<file path="src/rtl/input_port_unit_if.sv">
// Flit-side and allocator-side signals of one router input port.
// The master side is the upstream neighbour plus the switch allocator; the slave side is the port unit.
interface input_port_unit_if #(
  parameter int FLIT_SIZE = 8,
  parameter int OP_SIZE   = 3
);
  logic                 wr_en;
  logic [FLIT_SIZE-1:0] flit_in;
  logic                 rd_en;
  logic [FLIT_SIZE-1:0] in_buf;
  logic                 empty;
  logic                 full;
  logic [OP_SIZE-1:0]   op_port;
  logic                 ON_OFF_signal;
  logic                 protocol_err;

  modport master (
    output wr_en, flit_in, rd_en,
    input  in_buf, empty, full, op_port, ON_OFF_signal, protocol_err
  );

  modport slave (
    input  wr_en, flit_in, rd_en,
    output in_buf, empty, full, op_port, ON_OFF_signal, protocol_err
  );
endinterface

</file>
<file path="src/rtl/input_port_unit.sv">
// Wormhole router input port: flit FIFO, XY route compute, per-packet route hold
// and ON/OFF backpressure toward the upstream router.
module input_port_unit #(
  parameter int FLIT_SIZE = 8,
  parameter int OP_SIZE   = 3,
  parameter int BUF_DEPTH = 4,
  parameter int COORD_W   = 3,
  parameter int OFF_TH    = 3,
  parameter int ON_TH     = 1
) (
  input  logic               clk,
  input  logic               rst,
  input  logic [COORD_W-1:0] cur_x,
  input  logic [COORD_W-1:0] cur_y,
  input_port_unit_if.slave   port
);

  localparam int PTR_W = $clog2(BUF_DEPTH);
  localparam int CNT_W = PTR_W + 1;

  localparam logic [OP_SIZE-1:0] OP_N = OP_SIZE'(0);
  localparam logic [OP_SIZE-1:0] OP_E = OP_SIZE'(1);
  localparam logic [OP_SIZE-1:0] OP_S = OP_SIZE'(2);
  localparam logic [OP_SIZE-1:0] OP_W = OP_SIZE'(3);
  localparam logic [OP_SIZE-1:0] OP_L = OP_SIZE'(4);

  typedef enum logic {IDLE, ACTIVE} state_t;

  logic [FLIT_SIZE-1:0] mem [BUF_DEPTH];
  logic [PTR_W-1:0]     rd_ptr, wr_ptr;
  logic [CNT_W-1:0]     count_q, count_d;
  logic                 do_wr, do_rd;
  logic                 empty, full;
  logic [FLIT_SIZE-1:0] head_flit;
  logic                 is_head, is_tail;
  logic [OP_SIZE-1:0]   route_cur, route_q;
  state_t               state_q, state_d;
  logic                 route_ld, seq_err;
  logic                 on_off_q, err_q;

  // XY dimension-order routing: resolve X first, then Y.
  function automatic logic [OP_SIZE-1:0] xy_route(
    input logic [FLIT_SIZE-1:0] f,
    input logic [COORD_W-1:0]   cx,
    input logic [COORD_W-1:0]   cy
  );
    logic [COORD_W-1:0] dx, dy;
    dx = f[2*COORD_W-1 -: COORD_W];
    dy = f[COORD_W-1:0];
    if (dx > cx)      return OP_E;
    else if (dx < cx) return OP_W;
    else if (dy < cy) return OP_N;
    else if (dy > cy) return OP_S;
    else              return OP_L;
  endfunction

  assign empty = (count_q == '0);
  assign full  = (count_q == CNT_W'(BUF_DEPTH));
  // A read frees a slot in the same cycle, so a full FIFO still accepts a write alongside it.
  assign do_rd = port.rd_en && !empty;
  assign do_wr = port.wr_en && (!full || port.rd_en);

  assign head_flit = mem[rd_ptr];
  assign is_head   = head_flit[FLIT_SIZE-1];
  assign is_tail   = head_flit[FLIT_SIZE-2];
  assign route_cur = xy_route(head_flit, cur_x, cur_y);

  always_ff @(posedge clk) begin
    if (do_wr) mem[wr_ptr] <= port.flit_in;
  end

  always_comb begin
    count_d = count_q;
    if (do_wr && !do_rd)      count_d = count_q + CNT_W'(1);
    else if (!do_wr && do_rd) count_d = count_q - CNT_W'(1);
  end

  always_ff @(posedge clk or negedge rst) begin
    if (!rst) begin
      rd_ptr  <= '0;
      wr_ptr  <= '0;
      count_q <= '0;
    end else begin
      if (do_wr) wr_ptr <= wr_ptr + PTR_W'(1);
      if (do_rd) rd_ptr <= rd_ptr + PTR_W'(1);
      count_q <= count_d;
    end
  end

  // Packet state register, route latch and sticky error flag.
  always_ff @(posedge clk or negedge rst) begin
    if (!rst) begin
      state_q <= IDLE;
      route_q <= OP_L;
      err_q   <= 1'b0;
    end else begin
      state_q <= state_d;
      if (route_ld) route_q <= route_cur;
      if (seq_err || (port.wr_en && full && !port.rd_en)) err_q <= 1'b1;
    end
  end

  always_comb begin
    state_d  = state_q;
    route_ld = 1'b0;
    seq_err  = 1'b0;
    if (do_rd) begin
      case (state_q)
        IDLE: begin
          if (!is_head) begin
            seq_err = 1'b1;
          end else if (!is_tail) begin
            state_d  = ACTIVE;
            route_ld = 1'b1;
          end
        end
        ACTIVE: begin
          if (is_head)      seq_err = 1'b1;
          else if (is_tail) state_d = IDLE;
        end
        default: state_d = IDLE;
      endcase
    end
  end

  always_comb begin
    port.op_port = OP_L;
    if (state_q == ACTIVE)         port.op_port = route_q;
    else if (!empty && is_head)    port.op_port = route_cur;
  end

  // Hysteresis on the post-update occupancy so upstream sees the change one cycle sooner.
  always_ff @(posedge clk or negedge rst) begin
    if (!rst) begin
      on_off_q <= 1'b1;
    end else if (count_d >= CNT_W'(OFF_TH)) begin
      on_off_q <= 1'b0;
    end else if (count_d <= CNT_W'(ON_TH)) begin
      on_off_q <= 1'b1;
    end
  end

  assign port.in_buf        = head_flit;
  assign port.empty         = empty;
  assign port.full          = full;
  assign port.ON_OFF_signal = on_off_q;
  assign port.protocol_err  = err_q;

endmodule

</file>
<file path="src/flat_wrapper.sv">
// flat-port wrapper written by rule: the top's interface ports become plain ports
module input_port_unit_flat 
#(
  parameter int FLIT_SIZE = 8,
  parameter int OP_SIZE   = 3,
  parameter int BUF_DEPTH = 4,
  parameter int COORD_W   = 3,
  parameter int OFF_TH    = 3,
  parameter int ON_TH     = 1
)
  (clk, rst, cur_x, cur_y, port_wr_en, port_flit_in, port_rd_en, port_in_buf, port_empty, port_full, port_op_port, port_ON_OFF_signal, port_protocol_err);
  input_port_unit_if #(.FLIT_SIZE(FLIT_SIZE), .OP_SIZE(OP_SIZE)) port_i ();
  input  logic clk;
  input  logic rst;
  input  logic [COORD_W-1:0] cur_x;
  input  logic [COORD_W-1:0] cur_y;
  input wire logic [$bits(port_i.wr_en)-1:0] port_wr_en;
  input wire logic [$bits(port_i.flit_in)-1:0] port_flit_in;
  input wire logic [$bits(port_i.rd_en)-1:0] port_rd_en;
  output wire logic [$bits(port_i.in_buf)-1:0] port_in_buf;
  output wire logic [$bits(port_i.empty)-1:0] port_empty;
  output wire logic [$bits(port_i.full)-1:0] port_full;
  output wire logic [$bits(port_i.op_port)-1:0] port_op_port;
  output wire logic [$bits(port_i.ON_OFF_signal)-1:0] port_ON_OFF_signal;
  output wire logic [$bits(port_i.protocol_err)-1:0] port_protocol_err;
  assign port_i.wr_en = port_wr_en;
  assign port_i.flit_in = port_flit_in;
  assign port_i.rd_en = port_rd_en;
  assign port_in_buf = port_i.in_buf;
  assign port_empty = port_i.empty;
  assign port_full = port_i.full;
  assign port_op_port = port_i.op_port;
  assign port_ON_OFF_signal = port_i.ON_OFF_signal;
  assign port_protocol_err = port_i.protocol_err;
  input_port_unit #(.FLIT_SIZE(FLIT_SIZE), .OP_SIZE(OP_SIZE), .BUF_DEPTH(BUF_DEPTH), .COORD_W(COORD_W), .OFF_TH(OFF_TH), .ON_TH(ON_TH)) u_core (.clk(clk), .rst(rst), .cur_x(cur_x), .cur_y(cur_y), .port(port_i));
endmodule
</file>
<file path="config.mk">
export PLATFORM = sky130hd
export DESIGN_NAME = input_port_unit_flat
export DESIGN_NICKNAME = d
export VERILOG_FILES = /design/src/rtl/input_port_unit_if.sv /design/src/rtl/input_port_unit.sv /design/src/flat_wrapper.sv
export SDC_FILE = /design/constraint.sdc
export NUM_CORES = 1
export LEC_CHECK = 0
export ABC_CLOCK_PERIOD_IN_PS = 2400
export BUFFER_PORTS_ARGS = -buffer_cell sky130_fd_sc_hd__buf_2
export CAP_MARGIN = 25
export CORE_ASPECT_RATIO = 2
export CORE_UTILIZATION = 35
export CTS_BUF_LIST = sky130_fd_sc_hd__clkbuf_4 sky130_fd_sc_hd__clkbuf_8 sky130_fd_sc_hd__clkbuf_16
export DETAILED_ROUTE_END_ITERATION = 6
export GPL_TIMING_DRIVEN = 0
export PLACE_DENSITY_LB_ADDON = 0.08
export SLEW_MARGIN = 15
export SYNTH_ARGS = -nofsm -noshare
export SYNTH_HDL_FRONTEND = slang
export SYNTH_SLANG_ARGS = --single-unit
</file>
<file path="constraint.sdc">
create_clock -name clk -period 2.4 [get_ports clk]
set_clock_uncertainty 0.15 [all_clocks]
set_input_delay 0.12 -clock clk [delete_from_list [all_inputs] [get_ports clk]]
set_output_delay 0.12 -clock clk [all_outputs]
set_load 0.03 [all_outputs]
</file>
==> results.toml <==
[routing]
vias = 1389
drtIter0Drc = 95
wirelength_mm = 4.25
vias_per_cell = 5.09
drtPass1Iterations = 6
drcViolationCount = 2
ant_nets = 0
wl_per_cell_um = 15.6

[clock_network]
cts_root_buf = "clkbuf_16"
cts_buffers = 5
clkLatencyLatePin_ps = 280
clk_path_buf_depth = 2
h-tree-depth = 2
clk_pin_slew_ps = 60
cts.sinks = 45
cts_tree = "done"

[place]
dpl.hpwl_mm = 3.13
dp_slack_ps = -187
place_inst = 252
gp_congestion = 0.757
portBuffers = 32
dpl-instance-area_um2 = 2450

[synth]
yosysWarningCount = 0
synth_edf_count = 32
synth_area_per_cell_um2 = 13.8
synth_ff_type = "edfxtp_1"
ys_ff_latch = 45
synth.cell_area_um2 = 2170
synthesis.nets = 188
netlist_instances = 157
synth_seq_area_share = 0.594
synthDistinctLibCells = 34
async_flop_share = 0.289

[setup_path]
reg2reg_from = "u_core.rd_ptr[0]"
slowest_stage = "mux4_2"
cp.required_ps = 2130
critPathMaxFanout = 7
path_cells = "buf_8 -> mux4_2 -> ha_4 -> nor2b_1 -> o21ai_1 -> nand2b_1 -> and3b_2 -> a2bb2oi_4 -> buf_6"
path_class = "reg -> out"
worstSetupEndpointType = "primary output"
max_stage_delay_ps = 560
path_buf_inv = 2
crit_start = "u_core.rd_ptr[0]"
worst_ep_arrival_time_ps = 2470
startpoint_type = "flip-flop"
cpLargestDelayFamily = "multiplexers"

[cells_and_area]
synthToLayoutAreaGrowth_pct = 28.1
num-fill-cells = 534
final_cells = 273
diodes = 0
finalInstanceArea_um2 = 2780
nets = 240
final_common_cell = "edfxtp_1"
fin_util = 0.463
mostFrequentLayoutCells = "edfxtp_1 (32), buf_2 (30), inv_1 (15), dfrtp_1 (11), a21oi_1 (10)"
drive_above_1_share = 0.338

[timing]
fin_crit_ps = 2740
worst_pin_slew_ps = 424
slew_headroom = 0.717
setup_viol_count_final = 3
hold_viol_final = 0
fin_ws_ps = -342
max_freq_mhz = 365
rsz0062_at_grt = "yes"
min_period_over_period = 1.14
maxSlewViolCount = 0

[floorplanning]
core_area_um2 = 6010
start_util = 0.361
die_h_um = 113
ios = 33
dieArea_um2 = 6540
fp.dieW_um = 57.7
rows = 40

[outcome]
status = "finished, violations left"
violations = "DRC, setup timing"

[hold_path]
hold_class = "in -> async"

[global_routing]
grt_overflow = 0
antenna_found_initial = 0
grt_usage = 0.147
grt_max_degree = 15
grt_first_pass_wirelength_mm = 7.07
grt_pass1_vias = 1440

[power_and_ir_drop]
leakagePower_nw = 1.13
p_per_area_nw_per_um2 = 1340
peakVddDrop_uv = 659

[job]
cap_violations = 0
## layer usage
metal,part of all wire,vias up,GRT usage
li1,-,672,-
met1,0.38,670,0.153
met2,0.56,38,0.281
met3,0.030,9,0.0204
met4,0.022,0,0.0667
met5,0,-,0
## flip-flops by register name, summed over array words and instances, names as in the netlist
register / flops
u_core.mem: 32
u_core.count_q: 3
u_core.route_q: 3
u_core.rd_ptr: 2
u_core.wr_ptr: 2
u_core.port.ON_OFF_signal: 1
u_core.port.protocol_err: 1
u_core.state_q: 1
## per-stage QoR
step	total power [mW]	setup TNS, ps	hold WS (ps)
6_report	3.73	-848	105
4_1_cts	3.76	-912	118
2_1_floorplan	2.40	-132	-326
3_3_place_gp	2.78	-362	-128
5_1_grt	3.97	-1130	122
3_5_place_dp	2.83	-718	-118
## worst paths after layout
| kind | endpoint | slack (ps) | depth (start not counted) |
|---|---|---|---|
| worst max-delay path | port_op_port[2] | -340 | 9 |
| max in group asynchronous | u_core.port.ON_OFF_signal | 1710 | 2 |
| worst max register to register | u_core.route_q[2] | 40 | 8 |
| worst min-delay path | u_core.state_q | 110 | 2 |
| worst min register to register | u_core.port.protocol_err | 330 | 2 |
| min in group clk | u_core.count_q[0] | 160 | 5 |
## what timing repair did
action                                 in CTS  in global routing
pin swaps                                   4                  1
endpoints found under the hold margin      45                  0
resized for setup                          13                  2
setup endpoints to repair                  21                 36
buffers inserted                            3                  1
hold buffers                                9                  0
## power breakdown
part	leakage (nW)	internal [mW]	switching, mW
registers	0.439	1.05	0.0845
clock network	0.0775	0.486	0.265
logic	0.613	0.764	1.08
## synthesized netlist by cell type (all sizes together), types with 2 or more instances
master	count	area share
edfxtp	32	0.44
a21oi	10	0.023
nand2	5	0.0086
dfrtp	11	0.13
inv	16	0.028
nor2	9	0.016
and2	4	0.012
o21ai	9	0.021
mux4	8	0.093
nand3b	3	0.010
xnor2	3	0.012
clkbuf	4	0.0075
nand3	4	0.0092
ha	13	0.075
nand2b	5	0.018
dfstp	2	0.024
and3	3	0.0086
nor2b	4	0.012
## cells by family (layout without fill, tap and decap cells)
| family | count (synthesis) | in the layout | share of synthesized area |
|---|---|---|---|
| AOI/OAI and AO/OA | 25 | 25 | 0.0669 |
| xor gates and xnor gates | 4 | 4 | 0.0161 |
| adders and majority gates | 13 | 13 | 0.0749 |
| buffers and inverters | 21 | 74 | 0.0403 |
| DFF | 45 | 45 | 0.594 |
| muxes | 9 | 9 | 0.100 |
| and+or+nand+nor | 40 | 40 | 0.108 |
## final cells by class
class / instances / area [µm²] / share of cell area
clock inverters: 3 / 41.3 / 0.0148
clock buffers: 5 / 125 / 0.0450
repair buffers: 45 / 293 / 0.105
flip-flops and latches: 45 / 1290 / 0.463
inverters: 16 / 60.1 / 0.0216
plain buffers: 5 / 31.3 / 0.0112
well taps: 63 / 78.8 / 0.0283
multi-input cells: 91 / 863 / 0.310
(Power assumes the default switching activity.)
